[src/rtl/game_frame_rx_pkg.sv]
// Shared link definitions: screen limits, player ids, frame layout
// and the game-state bundle exchanged between boards.
package game_frame_rx_pkg;

    localparam int HOR_PIXELS = 1024;
    localparam int VER_PIXELS = 768;

    localparam logic [1:0] PLAYER_1 = 2'd1;
    localparam logic [1:0] PLAYER_2 = 2'd2;

    localparam logic [7:0] SYNC_BYTE = 8'hA5;
    localparam int         FRAME_LEN = 10;
    localparam int         HP_MAX    = 100;

    localparam int IDX_SYNC = 0;
    localparam int IDX_X_HI = 1;
    localparam int IDX_X_LO = 2;
    localparam int IDX_Y_HI = 3;
    localparam int IDX_Y_LO = 4;
    localparam int IDX_HP1  = 5;
    localparam int IDX_HP2  = 6;
    localparam int IDX_WIND = 7;
    localparam int IDX_TURN = 8;
    localparam int IDX_CSUM = FRAME_LEN - 1;

    typedef enum logic [1:0] {
        ST_IDLE,
        ST_PAYLOAD,
        ST_CHECK_SUM,
        ST_VALIDATE
    } rx_state_t;

    typedef struct packed {
        logic [10:0] x;
        logic [9:0]  y;
        logic [6:0]  hp1;
        logic [6:0]  hp2;
        logic [7:0]  wind;
        logic [1:0]  turn;
    } game_state_t;

endpackage

[src/rtl/game_frame_timer.sv]
// Saturating timeout counter: counts every cycle unless cleared,
// holds at LIMIT and flags expiry while there.
module game_frame_timer #(
    parameter int LIMIT = 600000
) (
    input  logic clk,
    input  logic rst,
    input  logic i_clear,
    output logic o_expired
);

    localparam int W = $clog2(LIMIT + 1);

    logic [W-1:0] r_count;

    always_ff @(posedge clk or posedge rst) begin
        if (rst) begin
            r_count <= '0;
        end else if (i_clear) begin
            r_count <= '0;
        end else if (r_count != W'(LIMIT)) begin
            r_count <= r_count + 1'b1;
        end
    end

    assign o_expired = (r_count == W'(LIMIT));

endmodule

[src/rtl/game_frame_rx.sv]
// Receive-side decoder for the game-state link: parses 10-byte frames
// into a shadow bank and publishes them atomically once validated.
module game_frame_rx #(
    parameter logic [7:0] SYNC_BYTE    = 8'hA5,
    parameter int         BYTE_TIMEOUT = 600000,
    parameter int         LINK_TIMEOUT = 6000000,
    parameter int         HP_MAX       = 100
) (
    input  logic        clk,
    input  logic        rst,
    input  logic [7:0]  rx_data,
    input  logic        rx_valid,
    output logic [10:0] proj_xpos,
    output logic [9:0]  proj_ypos,
    output logic [6:0]  hp_player1,
    output logic [6:0]  hp_player2,
    output logic [7:0]  wind,
    output logic [1:0]  turn,
    output logic        frame_valid,
    output logic        frame_error,
    output logic        link_ok
);

    import game_frame_rx_pkg::*;

    rx_state_t   r_state;
    rx_state_t   w_next;
    logic [3:0]  r_idx;
    logic [7:0]  r_crc;
    logic [7:0]  r_buf [IDX_X_HI:IDX_TURN];
    logic        r_csum_ok;
    game_state_t r_out;
    logic        r_frame_valid;
    logic        r_frame_error;
    logic        r_link_ok;

    logic        w_start;
    logic        w_store;
    logic        w_csum_cap;
    logic        w_commit;
    logic        w_reject;
    logic        w_timeout;
    logic        w_gap_clear;
    logic        w_gap_expired;
    logic        w_link_expired;
    logic        w_sync;
    logic        w_checks_ok;
    game_state_t w_shadow;

    assign w_sync = rx_valid && (rx_data == SYNC_BYTE);

    always_ff @(posedge clk or posedge rst) begin
        if (rst) begin
            r_state <= ST_IDLE;
        end else begin
            r_state <= w_next;
        end
    end

    always_comb begin
        w_next = r_state;
        unique case (r_state)
            ST_IDLE: begin
                if (w_sync) w_next = ST_PAYLOAD;
            end
            ST_PAYLOAD: begin
                if (rx_valid) begin
                    if (r_idx == 4'(IDX_CSUM - 1)) w_next = ST_CHECK_SUM;
                end else if (w_gap_expired) begin
                    w_next = ST_IDLE;
                end
            end
            ST_CHECK_SUM: begin
                if (rx_valid) w_next = ST_VALIDATE;
                else if (w_gap_expired) w_next = ST_IDLE;
            end
            ST_VALIDATE: w_next = ST_IDLE;
            default:     w_next = ST_IDLE;
        endcase
    end

    always_comb begin
        w_start     = 1'b0;
        w_store     = 1'b0;
        w_csum_cap  = 1'b0;
        w_commit    = 1'b0;
        w_reject    = 1'b0;
        w_timeout   = 1'b0;
        w_gap_clear = 1'b1;
        unique case (r_state)
            ST_IDLE: w_start = w_sync;
            ST_PAYLOAD: begin
                w_store     = rx_valid;
                w_gap_clear = rx_valid;
                w_timeout   = !rx_valid && w_gap_expired;
            end
            ST_CHECK_SUM: begin
                w_csum_cap  = rx_valid;
                w_gap_clear = rx_valid;
                w_timeout   = !rx_valid && w_gap_expired;
            end
            ST_VALIDATE: begin
                w_commit = w_checks_ok;
                w_reject = !w_checks_ok;
            end
            default: w_gap_clear = 1'b1;
        endcase
    end

    always_ff @(posedge clk or posedge rst) begin
        if (rst) begin
            r_idx     <= '0;
            r_crc     <= '0;
            r_csum_ok <= 1'b0;
            for (int i = IDX_X_HI; i <= IDX_TURN; i++) r_buf[i] <= '0;
        end else if (w_start) begin
            r_idx     <= 4'(IDX_SYNC + 1);
            r_crc     <= '0;
            r_csum_ok <= 1'b0;
        end else if (w_store) begin
            r_buf[r_idx] <= rx_data;
            r_crc        <= r_crc ^ rx_data;
            r_idx        <= r_idx + 4'd1;
        end else if (w_csum_cap) begin
            r_csum_ok <= (rx_data == r_crc);
        end
    end

    assign w_shadow.x    = {r_buf[IDX_X_HI][2:0], r_buf[IDX_X_LO]};
    assign w_shadow.y    = {r_buf[IDX_Y_HI][1:0], r_buf[IDX_Y_LO]};
    assign w_shadow.hp1  = r_buf[IDX_HP1][6:0];
    assign w_shadow.hp2  = r_buf[IDX_HP2][6:0];
    assign w_shadow.wind = r_buf[IDX_WIND];
    assign w_shadow.turn = r_buf[IDX_TURN][1:0];

    // Reserved bits must be zero so stray bit flips are not absorbed.
    assign w_checks_ok = r_csum_ok
        && (w_shadow.x < 11'(HOR_PIXELS))
        && (w_shadow.y < 10'(VER_PIXELS))
        && (w_shadow.hp1 <= 7'(HP_MAX))
        && (w_shadow.hp2 <= 7'(HP_MAX))
        && ((w_shadow.turn == PLAYER_1) || (w_shadow.turn == PLAYER_2))
        && (r_buf[IDX_X_HI][7:3] == '0)
        && (r_buf[IDX_Y_HI][7:2] == '0)
        && !r_buf[IDX_HP1][7]
        && !r_buf[IDX_HP2][7]
        && (r_buf[IDX_TURN][7:2] == '0);

    always_ff @(posedge clk or posedge rst) begin
        if (rst) begin
            r_out.x       <= '0;
            r_out.y       <= '0;
            r_out.hp1     <= 7'(HP_MAX);
            r_out.hp2     <= 7'(HP_MAX);
            r_out.wind    <= '0;
            r_out.turn    <= PLAYER_1;
            r_frame_valid <= 1'b0;
            r_frame_error <= 1'b0;
            r_link_ok     <= 1'b0;
        end else begin
            r_frame_valid <= w_commit;
            r_frame_error <= w_reject || w_timeout;
            if (w_commit) r_out <= w_shadow;
            if (r_frame_valid) r_link_ok <= 1'b1;
            else if (w_link_expired) r_link_ok <= 1'b0;
        end
    end

    game_frame_timer #(
        .LIMIT(BYTE_TIMEOUT)
    ) u_gap_timer (
        .clk      (clk),
        .rst      (rst),
        .i_clear  (w_gap_clear),
        .o_expired(w_gap_expired)
    );

    game_frame_timer #(
        .LIMIT(LINK_TIMEOUT)
    ) u_link_timer (
        .clk      (clk),
        .rst      (rst),
        .i_clear  (r_frame_valid),
        .o_expired(w_link_expired)
    );

    assign proj_xpos   = r_out.x;
    assign proj_ypos   = r_out.y;
    assign hp_player1  = r_out.hp1;
    assign hp_player2  = r_out.hp2;
    assign wind        = r_out.wind;
    assign turn        = r_out.turn;
    assign frame_valid = r_frame_valid;
    assign frame_error = r_frame_error;
    assign link_ok     = r_link_ok;

endmodule

[config.mk]
export PLATFORM = sky130hd
export DESIGN_NAME = game_frame_rx
export DESIGN_NICKNAME = d
export VERILOG_FILES = /design/src/rtl/game_frame_rx_pkg.sv /design/src/rtl/game_frame_timer.sv /design/src/rtl/game_frame_rx.sv
export SDC_FILE = /design/constraint.sdc
export NUM_CORES = 1
export LEC_CHECK = 0
export BUFFER_PORTS_ARGS = -buffer_cell sky130_fd_sc_hd__buf_2
export CORE_UTILIZATION = 55
export CTS_CLUSTER_SIZE = 28
export DETAILED_ROUTE_END_ITERATION = 7
export PLACE_DENSITY_LB_ADDON = 0.1
export SYNTH_ARGS = -nofsm -noshare
export SYNTH_HDL_FRONTEND = slang
export SYNTH_SLANG_ARGS = --single-unit
[constraint.sdc]
create_clock -name clk -period 7.03 [get_ports clk]
set_input_delay 0.3515 -clock clk [delete_from_list [all_inputs] [get_ports clk]]
set_output_delay 0.3515 -clock clk [all_outputs]
set_load 0.02 [all_outputs]
==> impl_metrics.tcl <==
set metrics [dict create \
    synth_edf_count 0 \
    synth_xor_area_share_pct 4.20 \
    drc 0 \
    die_h_um 122 \
    drv_cap 0 \
    gp_congestion 0.781 \
    yosys.area_share.adder_pct 2.05 \
    num_rows 43 \
    cts_tree "done" \
    core_area_um2 14000 \
    finalClockSkew_ns 0.00713 \
    rsz0062_at_grt "no" \
    syn-num-nets 655 \
    utilization_pct 63.4 \
    relSlewSlack_pct 22.3 \
    port-buffer-count 58 \
    clockRootBuffer "clkbuf_16" \
    antenna_found_initial 0 \
    post-dp-hpwl_um 10300 \
    async_flop_share_pct 100 \
    path_buf_inv 1 \
    end_kind "flop" \
    grt_max_degree 105 \
    cts_made_buffers 17 \
    htreeDepth 4 \
    vdd_drop_max_mv 0.188 \
    leakage_nw 4.03 \
    max_stage_delay_ns 1.00 \
    tns_ns 0 \
    post_cts_buffers 0 \
    grt_pass1_vias 5097 \
    cts.sinks 170 \
    powerDensity_nw_per_um2 303 \
    synthesis.area_um2 7930 \
    ys_warn_count 0 \
    dpl.cell_count 841 \
    dr.pass1.iters 4 \
    start_util_pct 56.7 \
    drt-total-wl_um 15900 \
    synth-compound-area-share_pct 4.66 \
    grt_pass1_wl_um 26400 \
    drive_gt1_share_pct 32.3 \
    syn_to_final_growth_pct 11.8 \
    dieArea_um2 14900 \
    synthesis.instances 631 \
    muxShareOfSynthArea_pct 17.5 \
    antenna_cells 0 \
    clk_latency_ns 0.42 \
    total_power_w 0.00269 \
    period_share_pct 44.1 \
    place_ws_ns 3.88 \
    startpoint_type "flop" \
    final_cells 873 \
    critPathSlowestCell "nor4_4" \
    hold_path.class "input pin to asynchronous set/reset pin" \
    mostFrequentLayoutCells "163 x dfrtp_1, 71 x mux2_2, 58 x buf_2" \
    crit_required_ns 7.33 \
    critPathArrivalTime_ns 3.40 \
    outcome "finished clean" \
    crit_type "flop to flop" \
    fmax_mhz 323 \
    drt-initial-drc-count 319 \
    crit_path_cell_trace "a211oi_1, nand4_1, nor4_4, buf_4, mux2_4" \
    routed-via-count 5072 \
    post_cts_resized 0 \
    layout_commonest_cell "dfrtp_1" \
    yosysUniqueCellTypes 56 \
    holdBufCountCts 0 \
    wl_per_cell_um 18.2 \
    synth_seq_cells 170 \
    clkTransAtPathRegs_ns 0.06 \
    nets 704 \
    pin_count 59 \
    die_w_um 122 \
    finalSetupViolCount 0 \
    postRouteAntennaNets 0 \
    ctsLongestPathBuffers 2 \
    synthSimpleGateAreaFrac_pct 14.9 \
    path_max_fanout 31 \
    ys_dominant_reg_cell "dfrtp_1" \
    synth.yosys.seq_area_share_pct 53.8 \
    grt.total_usage_pct 23.5 \
    grt-ovfl-total 0 \
    slew_violations 0 \
    synth.avg_cell_area_um2 12.6 \
    fin_crit_ns 3.10 \
    tightest_slew_ns 1.16 \
    vias_per_cell 5.81 \
    synth_top_family_by_area "multiplexers" \
    hold_viol 0 \
    finalWorstSetupSlack_ns 3.93 \
    crit_family "simple AND/OR/NAND/NOR gates" \
]
per-layer routing:
metal | GRT usage (%) | wire length [µm] | vias up
met5 | 0 | 0 | -
met4 | 6.63 | 189 | 0
met3 | 5.99 | 503 | 16
met2 | 38.0 | 7870 | 82
met1 | 31.3 | 7370 | 2610
li1 | - | - | 2364
through the flow:
step                cell area, µm²  hold slack, ns
CTS                           8870           0.182
finish                        8870           0.129
floorplan                     7930           0.474
global placement              8290           0.478
global route                  8870           0.211
detailed placement            8290           0.489
sequential cells by signal (all words and copies together), names as in the netlist:
register / cells
r_idx: 4
hp_player2: 7
hp_player1: 7
r_crc: 8
proj_ypos: 10
turn: 2
r_csum_ok: 1
u_gap_timer.r_count: 20
link_ok: 1
frame_error: 1
r_state: 2
wind: 8
frame_valid: 1
r_buf: 64
u_link_timer.r_count: 23
proj_xpos: 11
logic make-up after synthesis:
group,after synthesis
and+or+nand+nor,193
DFF,170
muxes,110
AOI/OAI and AO/OA,62
buffers and inverters,45
xor gates and xnor gates,38
adders and majority gates,13
cell type report:
cell class | count | area [µm²]
flip-flops and latches | 170 | 4260
clock inverters | 9 | 90.1
inverters | 14 | 57.6
repair buffers | 61 | 313
clock buffers | 23 | 488
well taps | 180 | 225
multi-input cells | 416 | 3430
fillers | 1102 | 5120
cell usage after synthesis (8+ instances only):
| master | number | area [µm²] |
|---|---|---|
| nand3_1 | 17 | 85.1 |
| or4_1 | 13 | 97.6 |
| clkbuf_1 | 14 | 52.6 |
| dfrtp_1 | 163 | 4080 |
| ha_1 | 13 | 163 |
| nand2_1 | 35 | 131 |
| inv_1 | 14 | 52.6 |
| mux2_2 | 71 | 800 |
| o21ai_0 | 16 | 80.1 |
| mux2_4 | 39 | 586 |
| xnor2_1 | 15 | 131 |
| xor2_1 | 23 | 201 |
| nor4_1 | 8 | 50.1 |
| nor2_1 | 39 | 146 |
| nand4_1 | 19 | 119 |
| o31ai_1 | 12 | 90.1 |
| a21oi_1 | 26 | 130 |
final timing paths:
path	cells past startpoint	startpoint	slack [ns]	end
setup / recovery	5	r_buf[41]	3.93	proj_xpos[3]
hold / removal	2	rst	0.13	u_link_timer.r_count[5]
setup reg to reg	5	r_buf[41]	3.93	proj_xpos[3]
hold reg to reg	1	r_buf[53]	0.50	proj_xpos[5]
max in group asynchronous	3	rst	5.52	r_buf[27]
min in group clk	3	rx_valid	0.29	r_state[1]
report_power, final:
group	switching, W	total (W)	internal, W
combinational	0.000228	0.000465	0.000238
clock	0.000377	0.000904	0.000526
sequential	0.000154	0.00132	0.00117
total	0.000759	0.00269	0.00193
(Power assumes the default switching activity.)
